===== src/rtl/bcd_to_binary_seq_if.sv =====
`default_nettype none
// ============================================================================
// Module      : bcd_to_binary_seq_if
// Description : Request/result bundle for the sequential BCD-to-binary
//               converter: digit operands with start, binary result with flags.
// Revision    : 1.0 - initial release
// ============================================================================
interface bcd_to_binary_seq_if;
    logic       start;
    logic [3:0] ten_bcd;
    logic [3:0] one_bcd;
    logic [6:0] bin;
    logic       busy;
    logic       done;
    logic       err;
    logic       ovf;

    modport master (
        output start, ten_bcd, one_bcd,
        input  bin, busy, done, err, ovf
    );

    modport slave (
        input  start, ten_bcd, one_bcd,
        output bin, busy, done, err, ovf
    );
endinterface
`default_nettype wire


===== src/rtl/bcd_to_binary_seq.sv =====
`default_nettype none
// ============================================================================
// Module      : bcd_to_binary_seq
// Description : Two-digit BCD to 7-bit binary converter using iterative
//               shift-right / subtract-3 (reverse double-dabble).
// Revision    : 1.0 - initial release
// ============================================================================
module bcd_to_binary_seq #(
    parameter int MAX_VALUE = 31
) (
    input  wire logic            clk,
    input  wire logic            rst,
    bcd_to_binary_seq_if.slave   bus
);

    localparam logic [6:0] c_max_value  = MAX_VALUE[6:0];
    localparam logic [2:0] c_last_shift = 3'd6;

    typedef enum logic [1:0] {
        S_IDLE  = 2'd0,
        S_SHIFT = 2'd1,
        S_DONE  = 2'd2
    } state_t;

    state_t      r_state;
    state_t      w_state_next;
    logic [14:0] r_sr;
    logic [2:0]  r_cnt;
    logic [6:0]  r_bin;
    logic        r_err;
    logic        r_ovf;

    logic [14:0] w_sr_shift;
    logic [14:0] w_sr_next;
    logic        w_digits_ok;
    logic        w_last;

    assign w_digits_ok = (bus.ten_bcd <= 4'd9) && (bus.one_bcd <= 4'd9);
    assign w_last      = (r_cnt == c_last_shift);
    assign w_sr_shift  = r_sr >> 1;

    // Correction happens after the shift, so a field >= 8 held a value that
    // absorbed half of the next-higher digit's weight (10/2 = 5 = 8 - 3).
    always_comb begin
        w_sr_next = w_sr_shift;
        if (w_sr_shift[14:11] >= 4'd8) begin
            w_sr_next[14:11] = w_sr_shift[14:11] - 4'd3;
        end
        if (w_sr_shift[10:7] >= 4'd8) begin
            w_sr_next[10:7] = w_sr_shift[10:7] - 4'd3;
        end
    end

    always_ff @(posedge clk) begin
        if (rst) begin
            r_state <= S_IDLE;
        end else begin
            r_state <= w_state_next;
        end
    end

    always_comb begin
        w_state_next = r_state;
        case (r_state)
            S_IDLE: begin
                if (bus.start) begin
                    w_state_next = w_digits_ok ? S_SHIFT : S_DONE;
                end
            end
            S_SHIFT: begin
                if (w_last) begin
                    w_state_next = S_DONE;
                end
            end
            S_DONE:  w_state_next = S_IDLE;
            default: w_state_next = S_IDLE;
        endcase
    end

    always_ff @(posedge clk) begin
        if (rst) begin
            r_sr  <= 15'd0;
            r_cnt <= 3'd0;
            r_bin <= 7'd0;
            r_err <= 1'b0;
            r_ovf <= 1'b0;
        end else begin
            case (r_state)
                S_IDLE: begin
                    if (bus.start) begin
                        if (w_digits_ok) begin
                            r_sr  <= {bus.ten_bcd, bus.one_bcd, 7'd0};
                            r_cnt <= 3'd0;
                        end else begin
                            r_bin <= 7'd0;
                            r_err <= 1'b1;
                            r_ovf <= 1'b0;
                        end
                    end
                end
                S_SHIFT: begin
                    r_sr  <= w_sr_next;
                    r_cnt <= r_cnt + 3'd1;
                    if (w_last) begin
                        r_bin <= w_sr_next[6:0];
                        r_err <= 1'b0;
                        r_ovf <= (w_sr_next[6:0] > c_max_value);
                    end
                end
                default: ;
            endcase
        end
    end

    assign bus.bin  = r_bin;
    assign bus.err  = r_err;
    assign bus.ovf  = r_ovf;
    assign bus.busy = (r_state != S_IDLE);
    assign bus.done = (r_state == S_DONE);

endmodule
`default_nettype wire


===== src/flat_wrapper.sv =====
// flat-port wrapper written by rule: the top's interface ports become plain ports
module bcd_to_binary_seq_flat 
#(
    parameter int MAX_VALUE = 31
)
  (clk, rst, bus_start, bus_ten_bcd, bus_one_bcd, bus_bin, bus_busy, bus_done, bus_err, bus_ovf);
  bcd_to_binary_seq_if bus_i ();
  input  wire logic clk;
  input  wire logic rst;
  input wire logic [$bits(bus_i.start)-1:0] bus_start;
  input wire logic [$bits(bus_i.ten_bcd)-1:0] bus_ten_bcd;
  input wire logic [$bits(bus_i.one_bcd)-1:0] bus_one_bcd;
  output wire logic [$bits(bus_i.bin)-1:0] bus_bin;
  output wire logic [$bits(bus_i.busy)-1:0] bus_busy;
  output wire logic [$bits(bus_i.done)-1:0] bus_done;
  output wire logic [$bits(bus_i.err)-1:0] bus_err;
  output wire logic [$bits(bus_i.ovf)-1:0] bus_ovf;
  assign bus_i.start = bus_start;
  assign bus_i.ten_bcd = bus_ten_bcd;
  assign bus_i.one_bcd = bus_one_bcd;
  assign bus_bin = bus_i.bin;
  assign bus_busy = bus_i.busy;
  assign bus_done = bus_i.done;
  assign bus_err = bus_i.err;
  assign bus_ovf = bus_i.ovf;
  bcd_to_binary_seq #(.MAX_VALUE(MAX_VALUE)) u_core (.clk(clk), .rst(rst), .bus(bus_i));
endmodule

===== config.mk =====
export PLATFORM = sky130hd
export DESIGN_NAME = bcd_to_binary_seq_flat
export DESIGN_NICKNAME = d
export VERILOG_FILES = /design/src/rtl/bcd_to_binary_seq_if.sv /design/src/rtl/bcd_to_binary_seq.sv /design/src/flat_wrapper.sv
export SDC_FILE = /design/constraint.sdc
export NUM_CORES = 1
export LEC_CHECK = 0
export CAP_MARGIN = 25
export CORE_UTILIZATION = 40
export DETAILED_ROUTE_END_ITERATION = 8
export PLACE_DENSITY = 0.64
export SYNTH_ARGS = -nofsm -noshare
export SYNTH_HDL_FRONTEND = slang
export SYNTH_SLANG_ARGS = --single-unit

===== constraint.sdc =====
create_clock -name clk -period 1.9 [get_ports clk]
set_input_delay 0.38 -clock clk [delete_from_list [all_inputs] [get_ports clk]]
set_output_delay 0.38 -clock clk [all_outputs]
set_load 0.03 [all_outputs]

==> results of run 1 <==
==> power breakdown <==
part / switching (uW) / internal, uW
clock: 177 / 213
combinational: 92.2 / 83.3
sequential: 21.9 / 609
total: 291 / 905
==> stage by stage <==
step                       util  instances  setup TNS (ps)  setup slack (ps)  total power [uW]
after detailed placement  0.534        177           -1650              -125               822
after global placement    0.534        177            -899             -93.4               819
final                     0.552        181               0               139              1200
after global routing      0.552        181               0              24.1              1250
after CTS                 0.552        181               0               124              1210
after floorplan               -        122               0               378               757
==> final timing paths <==
check	end	from	slack [ps]	depth (start not counted)
hold reg to reg	u_core.r_sr[14]	u_core.r_sr[14]	480	1
setup reg to reg	u_core.bus.ovf	u_core.r_cnt[0]	160	6
hold / removal	u_core.r_sr[14]	u_core.r_sr[14]	480	1
setup / recovery	bus_busy	u_core.r_state[0]	140	3
==> layer usage <==
layer,part of all wire,wire (um),GRT usage,vias to the layer above
met5,0,0,0,-
met1,0.53,1280,0.244,456
li1,-,-,-,497
met4,0.0074,18,0.0314,0
met2,0.41,1000,0.262,28
met3,0.050,122,0.0431,2
==> worst max-delay path: stages (launching register included) <==
cell and delay (ps):
dfxtp_1 480, nor2_1 120, inv_1 60, dlygate4sd2_1 390
==> area by class of cell <==
| type | instances | area (um^2) | area share |
|---|---|---|---|
| inverter | 7 | 26.3 | 0.0170 |
| tap | 31 | 38.8 | 0.0250 |
| multi-input combinational | 82 | 591 | 0.381 |
| clock inverter | 1 | 30.0 | 0.0194 |
| sequential | 28 | 561 | 0.362 |
| timing repair buffer | 29 | 280 | 0.181 |
| clock buffer | 3 | 22.5 | 0.0145 |
==> cells in the final DEF, fill, tap and decap left out, drive strengths merged <==
cell / netlist / layout
a22o: 13 / 13
a21oi: 7 / 7
mux2i: 4 / 4
bufinv: 0 / 1
a211o: 3 / 3
a31oi: 1 / 1
inv: 7 / 7
or3b: 1 / 1
nor3: 1 / 1
clkdlybuf4s50: 0 / 19
nor3b: 1 / 1
nand2: 5 / 5
or2: 1 / 1
clkbuf: 2 / 3
and3: 1 / 1
nor2b: 3 / 3
nand2b: 2 / 2
dlygate4sd2: 0 / 2
a41oi: 1 / 1
dfxtp: 28 / 28
nor2: 14 / 14
buf: 3 / 8
and2: 1 / 1
o22ai: 2 / 2
nand4: 2 / 2
ha: 4 / 4
xnor2: 2 / 2
o2bb2ai: 1 / 1
a21bo: 1 / 1
o21ai: 3 / 3
a211oi: 7 / 7
a21o: 1 / 1
==> state kept, by name, indices dropped and copies added, names as in the netlist <==
| register | flops |
|---|---|
| u_core.r_state | 2 |
| u_core.bus.bin | 7 |
| u_core.r_sr | 14 |
| u_core.bus.ovf | 1 |
| u_core.bus.err | 1 |
| u_core.r_cnt | 3 |
==> logic make-up (layout without fill, tap and decap cells) <==
logic type,after synthesis,after routing,share of synthesized area
muxes,4,4,0.0330
and+or+nand+nor,32,32,0.136
DFF,28,28,0.462
adders and majority gates,4,4,0.0413
buffers and inverters,12,40,0.0506
AOI/OAI and AO/OA,40,40,0.262
xor gates and xnor gates,2,2,0.0145
==> repair_timing <==
item,CTS,global route
hold endpoints to repair,0,0
endpoints found under the setup margin,2,0
resized for setup,2,0
==> impl_metrics.tcl, run 1 <==
set metrics [dict create \
    status "finished with violations" \
    violations "design-rule violations" \
    clock.fmax_mhz 568 \
    crit_path_start_kind "flip-flop" \
    routed_via_density 5.43 \
    nets 166 \
    io_buffers 21 \
    synth_common_cells "28 x dfxtp_1, 13 x a22o_1, 13 x nor2_1" \
    hold_buffers 0 \
    die_area_um2 3260 \
    synth_top_area_cell "dfxtp_1" \
    die_h_um 57.1 \
    endpoint_kind "primary output" \
    synth_nets 137 \
    ys_seq_area_frac 0.462 \
    diodes 0 \
    clk_latency_ps 330 \
    ant_nets 0 \
    ys_async_sr_fraction 0 \
    clock_skew_ps 2.36 \
    h-tree-depth 1 \
    fill_cells 266 \
    synth_edf_count 0 \
    hold_ws_ps 478 \
    hold_class "flip-flop to flip-flop" \
    routedWlPerCell_um 13.4 \
    clk_pin_slew_worst_paths_ps 150 \
    setup_viol 0 \
    ys_seq_elements 28 \
    power.leakage_uw 0.000623 \
    placementRows 19 \
    cts-root-buf "clkbuf_4" \
    crit_arrival_ps 1380 \
    core_um2 2810 \
    cts_buffer_depth 2 \
    yosysMostFrequentCell "dfxtp_1" \
    cap_viol_max_count 0 \
    cts_tree "done" \
    rsz0062_at_grt "no" \
    required_ps 1520 \
    antenna_found_initial 0 \
    fin_crit_ps 1760 \
    start_util 0.432 \
    synth.distinct_cells 35 \
    gr-total-overflow 0 \
    final_max_slew_viol_count 0 \
    drive_gt1_frac 0.133 \
    post_cts_buffers 0 \
    cts_made_buffers 3 \
    gp_congestion 0.789 \
    ir_worst_vdd_uv 599 \
    vias 983 \
    numClockSinks 28 \
    synth.area.top_cells "dfxtp_1 46%, a22o_1 9.4%, a211oi_1 4.3%" \
    top_level_ports 22 \
    area_growth_pct 27.8 \
    final_area_um2 1550 \
    criticalPathCategory "flip-flop to primary output" \
    wl_um 2420 \
    critPathMaxFanout 8 \
    drt_iter0_markers 49 \
    yosys_warnings 0 \
    grt_pass1_wl_um 4390 \
    grt_max_degree 17 \
    timing.slew.headroom 0.651 \
    drc 2 \
    drt_first_pass_iters 6 \
    syn_area_um2 1210 \
    first_global_vias 973 \
    hold_viol_final 0 \
    synth_flop_cell "dfxtp_1" \
    place_area_um2 1500 \
    syn_inst 122 \
    synth_top_area_share 0.462 \
    hpwl_um 1860 \
    synth_area_per_cell_um2 9.94 \
    p_per_area_nw_per_um2 772 \
    fp.dieW_um 57.1 \
    grt_use_total 0.170 \
    tightest_slew_ps 523 \
    fin_crit_sh 0.927 \
]
Power figures use the tool's default switching activity.
==> run 2: changes to the inputs <==
CORE_UTILIZATION = 60   (was 40)
DONT_BUFFER_PORTS = 1   (was default)
PLACE_DENSITY = 0.76   (was 0.64)
==> impl_metrics.tcl, run 2 (synthesis gave the netlist of run 1 again) <==
set metrics [dict create \
    status "complete, no violations" \
    hold_ws_ps 105 \
    post_cts_resized 0 \
    cts-root-buf "clkbuf_4" \
    clk_latency_ps 320 \
    gr-total-overflow 0 \
    gr-usage-met2 0.372 \
    clk_pin_slew_worst_paths_ps 140 \
    endpoint_kind "primary output" \
    most-common-layout-cells "28 x dfxtp_1, 13 x nor2_1, 13 x a22o_1" \
    ir_worst_vdd_uv 575 \
    h-tree-depth 1 \
    diodes 0 \
    cts_tree "done" \
    io_buffers 0 \
    final_max_slew_viol_count 0 \
    first_global_vias 858 \
    grt-busiest-layer "met2" \
    p_per_area_nw_per_um2 823 \
    fin_crit_sh 0.940 \
    finalPower_uw 1040 \
    fin_ws_ps 115 \
    pre_cts_ws_ps 227 \
    hold_viol_final 0 \
    hold_class "primary input to flip-flop" \
    largest_reg_flops 14 \
    numClockSinks 28 \
    rsz0062_at_grt "no" \
    routed_via_density 6.11 \
    cts_made_buffers 3 \
    largest-register "u_core.r_sr" \
    required_ps 1520 \
    layout.cells.non_filler 149 \
    top_level_ports 22 \
    die_h_um 47.0 \
    fp.dieW_um 47.0 \
    start_util 0.673 \
    fin_crit_ps 1790 \
    grt.met1_usage 0.321 \
    cts_buffer_depth 2 \
    drt_first_pass_iters 4 \
    nets 140 \
    drive_gt1_frac 0.121 \
    grt_pass1_wl_um 3680 \
    clock_skew_ps 7.97 \
    criticalPathCategory "flip-flop to primary output" \
    gp_congestion 0.841 \
    critPathMaxFanout 6 \
    antenna_found_initial 0 \
    routedWlPerCell_um 15.3 \
    hpwl_um 1730 \
    power.leakage_uw 0.000504 \
    hold_buffers 0 \
    post_cts_buffers 0 \
    tightest_slew_ps 543 \
    met3_usage 0.0808 \
    placementRows 15 \
    crit_path_start_kind "flip-flop" \
    timing.slew.headroom 0.637 \
    crit_arrival_ps 1410 \
    vias 910 \
    core_um2 1800 \
    ant_nets 0 \
    dp_cells 145 \
    setup_viol 0 \
    die_area_um2 2200 \
    grt_max_degree 18 \
    grt_use_total 0.238 \
    drc 0 \
    cap_viol_max_count 0 \
    drt_iter0_markers 19 \
    clock.fmax_mhz 560 \
    layout_commonest_cell "dfxtp_1" \
    wl_um 2280 \
    area_growth_pct 4.54 \
    fill_cells 151 \
    setup_tns_ps 0 \
]
-- run 2: area by class of cell --
cell class | count | area, um^2 | area share
clock buffer | 4 | 36.3 | 0.0286
inverter | 7 | 26.3 | 0.0207
multi-input combinational | 82 | 591 | 0.466
sequential | 28 | 561 | 0.442
tap | 25 | 31.3 | 0.0247
timing repair buffer | 3 | 22.5 | 0.0178
-- run 2: power breakdown --
group	internal, uW	switching (uW)
combinational	54.9	74.9
sequential	609	27.2
clock	117	160
total	781	262
-- run 2: stage by stage --
stage / instance area [um^2] / util
after CTS: 1270 / 0.703
after global routing: 1270 / 0.703
after floorplan: 1210 / -
final: 1270 / 0.703
after detailed placement: 1230 / 0.683
after global placement: 1230 / 0.683
-- run 2: layer usage --
layer | wire, um | part of all wire
met5 | 0 | 0
met4 | 0 | 0
met3 | 117 | 0.051
met2 | 1080 | 0.48
met1 | 1080 | 0.47
-- run 2: path summary, 6_finish.rpt --
path | start | slack, ps | cells after the start | to
worst max-delay path | u_core.r_state[1] | 110 | 2 | bus_done
worst min-delay path | rst | 110 | 1 | u_core.r_sr[12]
worst max register to register | u_core.r_cnt[0] | 200 | 6 | u_core.bus.bin[6]
worst min register to register | u_core.r_sr[14] | 490 | 1 | u_core.r_sr[14]
-- run 2: worst max-delay path: stages (launching register included) --
cell	delay [ps]
dfxtp_1	450
inv_1	160
nor2_1	470
==> run 3: changes to the inputs <==
CORE_MARGIN = 4   (was default)
==> impl_metrics.tcl, run 3 (synthesis gave the netlist of run 1 again) <==
set metrics [dict create \
    die_area_um2 2800 \
    gr-total-overflow 0 \
    hold_class "primary input to flip-flop" \
    fp.dieW_um 53.0 \
    status "complete, no violations" \
    cts-root-buf "clkbuf_4" \
    crit_slowest_cell "dfxtp_1" \
    p_per_area_nw_per_um2 890 \
    antenna_found_initial 0 \
    drc 0 \
    drt_iter0_markers 22 \
    largest-register "u_core.r_sr" \
    tightest_slew_ps 443 \
    cap_viol_max_count 0 \
    worstPathBufferInverterCount 1 \
    core_um2 1820 \
    numClockSinks 28 \
    placementRows 15 \
    final_max_slew_viol_count 0 \
    power.leakage_uw 0.000521 \
    crit_arrival_ps 2020 \
    fin_crit_ps 1740 \
    h-tree-depth 1 \
    routed_via_density 6.01 \
    post_cts_buffers 0 \
    critPathMaxStageDelay_ps 400 \
    area_growth_pct 7.12 \
    post_cts_resized 0 \
    fill_cells 140 \
    grt_use_total 0.187 \
    cts_buffer_depth 2 \
    grt_pass1_wl_um 3920 \
    hold_ws_ps 90.9 \
    cts_made_buffers 3 \
    die_h_um 53.0 \
    first_global_vias 856 \
    drt_first_pass_iters 4 \
    endpoint_kind "flip-flop" \
    top_level_ports 22 \
    required_ps 2180 \
    fin_crit_sh 0.917 \
    cts_tree "done" \
    nets 142 \
    drive_gt1_frac 0.135 \
    cp_cell_sequence "inv_1 > ha_1 > and3_1 > or2_2 > o22ai_2 > a22o_1" \
    routedWlPerCell_um 15.2 \
    clock.fmax_mhz 574 \
    clock_skew_ps 2.58 \
    grt_max_degree 18 \
    ir_worst_vdd_uv 509 \
    ant_nets 0 \
    critPathTopFamily "simple AND/OR/NAND/NOR gates" \
    layout_commonest_cell "dfxtp_1" \
    crit_path_start_kind "flip-flop" \
    wl_um 2290 \
    start_util 0.666 \
    timing.slew.headroom 0.703 \
    diodes 0 \
    hold_viol_final 0 \
    hold_buffers 0 \
    critPathMaxFanout 8 \
    criticalPathCategory "flip-flop to flip-flop" \
    largest_reg_flops 14 \
    hpwl_um 1620 \
    rsz0062_at_grt "no" \
    most-common-layout-cells "28 x dfxtp_1, 13 x nor2_1, 13 x a22o_1" \
    clk_pin_slew_worst_paths_ps 150 \
    io_buffers 0 \
    vias 907 \
    setup_viol 0 \
    gp_congestion 0.817 \
    clk_latency_ps 330 \
    setup_tns_ps 0 \
]
[run 3: layer usage]
metal,global-route usage,vias to the layer above,share of wire
met5,0,-,0
met4,0.0511,0,0.0074
met3,0.0338,2,0.045
met2,0.298,20,0.45
met1,0.258,435,0.50
li1,-,450,-
[run 3: worst paths after layout]
| kind | start | slack (ps) | end | cells after the start |
|---|---|---|---|---|
| worst min-delay path | rst | 90 | u_core.r_sr[9] | 1 |
| worst max register to register | u_core.r_cnt[0] | 160 | u_core.bus.bin[5] | 6 |
| worst min register to register | u_core.r_sr[14] | 490 | u_core.r_sr[14] | 1 |
| worst max-delay path | u_core.r_cnt[0] | 160 | u_core.bus.bin[5] | 6 |
[run 3: layout make-up]
class                           count  area [um^2]  share of cell area
Multi-Input combinational cell     82          591               0.455
Sequential cell                    28          561               0.432
Timing Repair Buffer                5         37.5              0.0289
Tap cell                           25         31.3              0.0241
Clock inverter                      1         30.0              0.0231
Inverter                            7         26.3              0.0202
Clock buffer                        3         22.5              0.0173
[run 3: power breakdown]
part | switching, uW | internal [uW]
Combinational | 74.6 | 58.4
Sequential | 26.8 | 609
Clock | 175 | 213
[run 3: metrics by stage]
stage,std cells,total power [uW],setup slack (ps),instance area (um^2),util
3_5_place_dp,147,781,205,1250,0.685
5_1_grt,151,1210,15.5,1300,0.713
2_1_floorplan,122,757,378,1210,-
4_1_cts,151,1170,126,1300,0.713
3_3_place_gp,147,776,281,1250,0.685
6_report,151,1160,158,1300,0.713
